===== src/rtl/avl_kc_pkg.sv =====
// Shared types and helpers for the player-2 keycode Avalon writer.
package avl_kc_pkg;

  typedef enum logic [1:0] {IDLE, WR, RD, RDW} kc_state_e;

  localparam logic [3:0] KC_BYTE_EN = 4'b0011;

  // Register layout: keycode in [7:0], game mode in [10:8].
  function automatic logic [31:0] pack_kc(input logic [2:0] mode, input logic [7:0] key);
    return {21'b0, mode, key};
  endfunction

endpackage


===== src/rtl/kc_fifo.sv =====
// Synchronous FIFO with first-word-fall-through head plus a peek at the entry behind it.
// Push must not be asserted when full; pop must not be asserted when empty.
module kc_fifo #(
  parameter int unsigned DEPTH = 4,
  parameter int unsigned W     = 11
) (
  input  logic         CLK,
  input  logic         RESET,
  input  logic         push_i,
  input  logic [W-1:0] push_dat_i,
  input  logic         pop_i,
  output logic [W-1:0] head_dat_o,
  output logic [W-1:0] nxt_dat_o,
  output logic         full_o,
  output logic         empty_o,
  output logic         multi_o
);

  localparam int unsigned AW = $clog2(DEPTH);

  logic [W-1:0]  mem_q [DEPTH];
  logic [AW-1:0] wr_ptr_q, rd_ptr_q;
  logic [AW:0]   cnt_q;

  always_ff @(posedge CLK) begin
    if (push_i) mem_q[wr_ptr_q] <= push_dat_i;
  end

  always_ff @(posedge CLK) begin
    if (RESET) begin
      wr_ptr_q <= '0;
      rd_ptr_q <= '0;
      cnt_q    <= '0;
    end else begin
      if (push_i) wr_ptr_q <= wr_ptr_q + AW'(1);
      if (pop_i)  rd_ptr_q <= rd_ptr_q + AW'(1);
      case ({push_i, pop_i})
        2'b10:   cnt_q <= cnt_q + (AW+1)'(1);
        2'b01:   cnt_q <= cnt_q - (AW+1)'(1);
        default: cnt_q <= cnt_q;
      endcase
    end
  end

  assign head_dat_o = mem_q[rd_ptr_q];
  // Entry that becomes head after the current one pops; valid only when multi_o.
  assign nxt_dat_o  = mem_q[rd_ptr_q + AW'(1)];
  assign full_o     = (cnt_q == (AW+1)'(DEPTH));
  assign empty_o    = (cnt_q == '0);
  assign multi_o    = (cnt_q >= (AW+1)'(2));

endmodule


===== src/rtl/avl_keycode_writer.sv =====
// Avalon-MM master writing buffered {game_mode,keycode} updates to one register; 2 cycles accept-to-write, back-to-back when queued.
// Optional write-then-verify readback under AVL_KEYCODE_READBACK_EN; upd_ready drops only while the FIFO is full.
module avl_keycode_writer import avl_kc_pkg::*; #(
  parameter int unsigned FIFO_DEPTH  = 4,
  parameter logic [11:0] TARGET_ADDR = 12'h000,
  parameter bit          DEDUP       = 1'b1
) (
  input  logic        CLK,
  input  logic        RESET,
  input  logic        upd_valid,
  output logic        upd_ready,
  input  logic [7:0]  keycode_in,
  input  logic [2:0]  game_mode_in,
  output logic        AVL_WRITE,
`ifdef AVL_KEYCODE_READBACK_EN
  output logic        AVL_READ,
  input  logic [31:0] AVL_READDATA,
  output logic        mismatch,
`endif
  output logic        AVL_CS,
  output logic [11:0] AVL_ADDR,
  output logic [31:0] AVL_WRITEDATA,
  output logic [3:0]  AVL_BYTE_EN,
  input  logic        AVL_WAITREQUEST,
  output logic        busy,
  output logic [7:0]  drop_cnt
);

  kc_state_e   state_q, state_d;
  logic [10:0] data_q, data_d;
  logic [10:0] last_q;
  logic [7:0]  drop_cnt_q;
  logic [10:0] upd_val, head_dat, nxt_dat;
  logic        full, empty, multi;
  logic        accept, drop, push, pop;
`ifdef AVL_KEYCODE_READBACK_EN
  logic        mismatch_q, mismatch_d;
`endif

  assign upd_val   = {game_mode_in, keycode_in};
  assign upd_ready = !full;
  assign accept    = upd_valid && upd_ready;
  assign drop      = DEDUP && accept && (upd_val == last_q);
  assign push      = accept && !drop;

  kc_fifo #(.DEPTH(FIFO_DEPTH), .W(11)) u_fifo (
    .CLK       (CLK),
    .RESET     (RESET),
    .push_i    (push),
    .push_dat_i(upd_val),
    .pop_i     (pop),
    .head_dat_o(head_dat),
    .nxt_dat_o (nxt_dat),
    .full_o    (full),
    .empty_o   (empty),
    .multi_o   (multi)
  );

  always_ff @(posedge CLK) begin
    if (RESET) begin
      state_q    <= IDLE;
      data_q     <= '0;
      last_q     <= '0;
      drop_cnt_q <= '0;
`ifdef AVL_KEYCODE_READBACK_EN
      mismatch_q <= 1'b0;
`endif
    end else begin
      state_q <= state_d;
      data_q  <= data_d;
      if (accept) last_q <= upd_val;
      if (drop && drop_cnt_q != 8'hFF) drop_cnt_q <= drop_cnt_q + 8'd1;
`ifdef AVL_KEYCODE_READBACK_EN
      mismatch_q <= mismatch_d;
`endif
    end
  end

  always_comb begin
    state_d = state_q;
    data_d  = data_q;
    pop     = 1'b0;
`ifdef AVL_KEYCODE_READBACK_EN
    mismatch_d = mismatch_q;
`endif
    unique case (state_q)
      IDLE: begin
        if (!empty) begin
          data_d  = head_dat;
          state_d = WR;
        end
      end
      WR: begin
        if (!AVL_WAITREQUEST) begin
          pop = 1'b1;
`ifdef AVL_KEYCODE_READBACK_EN
          state_d = RD;
`else
          // Head is still the entry being written, so the follow-on comes from behind it or the same-cycle push.
          if (multi) begin
            data_d = nxt_dat;
          end else if (push) begin
            data_d = upd_val;
          end else begin
            state_d = IDLE;
          end
`endif
        end
      end
`ifdef AVL_KEYCODE_READBACK_EN
      RD: begin
        if (!AVL_WAITREQUEST) state_d = RDW;
      end
      RDW: begin
        if (AVL_READDATA[10:0] != data_q) mismatch_d = 1'b1;
        if (!empty) begin
          data_d  = head_dat;
          state_d = WR;
        end else begin
          state_d = IDLE;
        end
      end
`endif
      default: state_d = IDLE;
    endcase
  end

  assign AVL_WRITE     = (state_q == WR);
  assign AVL_ADDR      = (state_q == IDLE) ? 12'h000 : TARGET_ADDR;
  assign AVL_WRITEDATA = (state_q == IDLE) ? 32'h0 : pack_kc(data_q[10:8], data_q[7:0]);
  assign AVL_BYTE_EN   = (state_q == IDLE) ? 4'h0 : KC_BYTE_EN;
  assign busy          = (state_q != IDLE) || !empty;
  assign drop_cnt      = drop_cnt_q;
`ifdef AVL_KEYCODE_READBACK_EN
  assign AVL_READ = (state_q == RD);
  assign AVL_CS   = AVL_WRITE || AVL_READ;
  assign mismatch = mismatch_q;
`else
  assign AVL_CS   = AVL_WRITE;
`endif

endmodule


===== config.mk =====
export PLATFORM = sky130hd
export DESIGN_NAME = avl_keycode_writer
export DESIGN_NICKNAME = d
export VERILOG_FILES = /design/src/rtl/avl_kc_pkg.sv /design/src/rtl/kc_fifo.sv /design/src/rtl/avl_keycode_writer.sv
export SDC_FILE = /design/constraint.sdc
export NUM_CORES = 1
export LEC_CHECK = 0
export ABC_AREA = 1
export ABC_CLOCK_PERIOD_IN_PS = 2600
export BUFFER_PORTS_ARGS = -buffer_cell sky130_fd_sc_hd__buf_2
export CAP_MARGIN = 20
export CORE_MARGIN = 4
export CORE_UTILIZATION = 40
export CTS_CLUSTER_DIAMETER = 40
export DETAILED_ROUTE_END_ITERATION = 10
export PLACE_DENSITY = 0.66
export SLEW_MARGIN = 20
export SYNTH_ARGS = -nofsm -noshare
export SYNTH_HDL_FRONTEND = slang
export SYNTH_SLANG_ARGS = --single-unit

===== constraint.sdc =====
create_clock -name CLK -period 2.6 [get_ports CLK]
set_clock_uncertainty 0.15 [all_clocks]
set_input_delay 0.26 -clock CLK [delete_from_list [all_inputs] [get_ports CLK]]
set_output_delay 0.26 -clock CLK [all_outputs]
set_load 0.01 [all_outputs]

==> impl_metrics.json <==
{
  "end_kind": "register",
  "cp_data_arrival_time_ns": 2.35,
  "hold_depth": 3,
  "numClockSinks": 84,
  "rsz0062_at_grt": "no",
  "ys_seq_area_share_pct": 45.67,
  "path_clk_slew_ns": 0.06,
  "clockRootBuffer": "clkbuf_16",
  "fin_ws_ns": 0.3210,
  "switching_share_pct": 33.23,
  "die_h_um": 115.8,
  "wl_per_cell_um": 13.39,
  "critPathMaxFanout": 10,
  "cts_buffer_depth": 2,
  "area_growth_pct": 9.289,
  "grt_pass1_vias": 3588,
  "port_buffers": 39,
  "p_int_uw": 2540,
  "gp_congestion": 0.8327,
  "relSlewSlack_pct": 49.18,
  "grt_max_degree": 24,
  "antenna_found_initial": 0,
  "row_count": 39,
  "worst_pin_slew_ns": 0.7612,
  "synthCells": 580,
  "drive_above_1_share_pct": 15.37,
  "grt_overflow_total": 0,
  "drt_iter0_markers": 241,
  "drv_cap": 0,
  "r2r_start": "last_q[1]",
  "vias": 3716,
  "cp.required_ns": 2.67,
  "syn_area_um2": 4647,
  "min_from": "AVL_WAITREQUEST",
  "cpMaxStageDelayCell": "fa_1",
  "track_usage_pct": 15.97,
  "setup_tns_ns": 0,
  "postCtsSetupBuffers": 0,
  "cts_resized": 0,
  "p_switching_uw": 1264,
  "dr.pass1.iters": 5,
  "min_path_type": "input pin to register",
  "setup_viol": 0,
  "clk_latency_ns": 0.33,
  "fin_nets": 635,
  "status": "completed",
  "fillerInstances": 1132,
  "drv_slew": 0,
  "die_w_um": 115.8,
  "cts_tree": "built",
  "die_area_um2": 13410,
  "cts_buffers": 9,
  "viasPerCell": 4.883,
  "dpl.hpwl_um": 7086,
  "worstSetupStartpointType": "register",
  "critPathMaxStageDelay_ns": 0.37,
  "ys_top_cells_by_area": "edfxtp_1 28%, dfxtp_1 17%, nand2_1 12%, a21oi_1 6.5%, buf_4 6.3%",
  "postCtsHoldBufs": 0,
  "cp_cell_sequence": "xnor2_1, nand2_1, nor2_4, nand3_4, nand2_8, ha_1, inv_1, fa_1, a21oi_1, o21ai_0, o21ai_0, a21oi_1",
  "drcViolationCount": 0,
  "dpl_worst_slack_ns": 0.1910,
  "drt-total-wl_um": 10190,
  "irDropWorstVdd_uv": 340.8,
  "avgSynthCellArea_um2": 8.012,
  "period_share_pct": 87.65,
  "clockPowerShare_pct": 29.7,
  "coreArea_um2": 11420,
  "cellPowerDensity_nw_per_um2": 748.9,
  "power_frac_seq_pct": 42.9,
  "fmax_ghz": 0.4388,
  "hold_viol_final": 0,
  "power_frac_comb_pct": 27.4,
  "grt_pass1_wl_um": 17090,
  "finalPower_uw": 3803,
  "synth_top_cell_area_share_pct": 28.43,
  "ff2ff_path_depth": 12,
  "ctsHtreeMaxLevel": 3,
  "finalCriticalPeriod_ns": 2.279,
  "critPathKind": "register to register",
  "diodes": 0,
  "crit_start": "last_q[1]",
  "yosysUniqueCellTypes": 34,
  "drtAntennaViolNets": 0,
  "ios": 75,
  "synth_warnings": 0,
  "start_util_pct": 40.70,
  "p_leak_uw": 0.002324,
  "synth-seq-cells": 84,
  "synth_area_leader_cell": "edfxtp_1"
}
==> power groups by stage <==
| stage | combinational [uW] | clock [uW] | sequential [uW] |
|---|---|---|---|
| detailed placement | 1040 | 0 | 1660 |
| CTS | 1040 | 1150 | 1630 |
| global route | 1200 | 1220 | 1650 |
| floorplan | 844 | 0 | 1630 |
| finish | 1040 | 1130 | 1630 |
| global placement | 1020 | 0 | 1650 |
==> through the flow <==
step / cell area (um2) / utilization [%] / instances / hold slack [ns]
2_1_floorplan: 4775 / - / 614 / 0.2089
5_1_grt: 5079 / 44.48 / 761 / 0.04283
3_3_place_gp: 4816 / 42.18 / 745 / 0.3014
6_report: 5079 / 44.48 / 761 / 0.02712
3_5_place_dp: 4816 / 42.18 / 745 / 0.3115
4_1_cts: 5079 / 44.48 / 761 / 0.02420
==> worst max-delay path, delay by kind of cell (launching register included) <==
kind / cells / cell delay, ns
AOI/OAI and AO/OA: 4 / 0.45
xor gates and xnor gates: 1 / 0.17
adders and majority gates: 2 / 0.52
buffers and inverters: 1 / 0.07
DFF: 1 / 0.32
and+or+nand+nor: 4 / 0.49
==> synth_stat cells <==
cell	count
nor2_4	3
nand3_2	2
clkbuf_1	8
conb_1	1
buf_6	3
nand2b_4	1
buf_1	1
xor2_1	7
o21ai_0	24
nand3b_1	7
nand2_2	2
nor2_1	42
o211ai_1	8
ha_1	6
nand2_4	2
a31oi_4	1
a22oi_1	2
fa_1	1
inv_2	8
buf_2	11
inv_1	57
nand3_4	1
nor3_2	1
edfxtp_1	44
nor3_1	1
nand3_1	21
nor2_2	10
dfxtp_1	40
nand2_1	148
a21oi_1	60
xnor2_1	4
buf_4	39
o21ai_1	13
nand2_8	1
==> placed cells by master, fill, tap and decap left out, types with 3 or more instances in the layout <==
cell type	Yosys	layout
a21oi_1	60	60
buf_2	11	39
buf_4	39	11
clkbuf_1	8	3
clkbuf_16	0	9
conb_1	1	35
dfxtp_1	40	40
edfxtp_1	44	44
ha_1	6	6
inv_1	57	57
inv_2	8	8
nand2_1	148	148
nand3_1	21	21
nand3b_1	7	7
nor2_1	42	42
nor2_2	10	10
nor2_4	3	3
o211ai_1	8	8
o21ai_0	24	24
o21ai_1	13	13
xnor2_1	4	4
xor2_1	7	7
==> cells by family (layout without fill, tap and decap cells) <==
| group | Yosys count | in the layout | synth area share, % |
|---|---|---|---|
| flops | 84 | 84 | 45.67 |
| compound gates | 108 | 108 | 12.52 |
| simple gates | 242 | 242 | 23.42 |
| buf+inv | 127 | 131 | 14.19 |
| xor+xnor | 11 | 11 | 2.073 |
| other cells | 1 | 35 | 0.08070 |
| fa+ha+maj | 7 | 7 | 2.046 |
==> registers in the layout (all words and copies together), names as in the netlist, named ones only <==
register and flops:
state_q 1, u_fifo.wr_ptr_q 2, u_fifo.cnt_q 3, u_fifo.mem_q 44, drop_cnt 8, last_q 11
u_fifo.rd_ptr_q 2, data_q 11
==> per-layer routing <==
layer / wire (um) / part of all wire [%] / GRT usage (%) / vias up
li1: - / - / - / 1860
met3: 759 / 7.5 / 3.133 / 15
met1: 4706 / 46 / 21.92 / 1681
met2: 4612 / 45 / 25.09 / 160
met5: 0 / 0 / 0 / -
met4: 106 / 1.0 / 5.955 / 0
==> path summary, 6_finish.rpt <==
kind                           to  slack, ns
setup / recovery  u_fifo.cnt_q[2]       0.32
hold / removal         state_q[0]       0.03
setup reg to reg  u_fifo.cnt_q[2]       0.32
hold reg to reg         last_q[7]       0.32
==> cell type report <==
| cell class | count | area (um2) | area share [%] |
|---|---|---|---|
| clock buffer | 12 | 236.5 | 4.656 |
| clock inverter | 4 | 26.28 | 0.5174 |
| tap | 143 | 178.9 | 3.523 |
| sequential | 84 | 2122 | 41.78 |
| inverter | 65 | 244.0 | 4.804 |
| multi-input combinational | 403 | 1993 | 39.25 |
| timing repair buffer | 50 | 277.8 | 5.469 |
No activity file was read; power rests on OpenSTA's default activity.
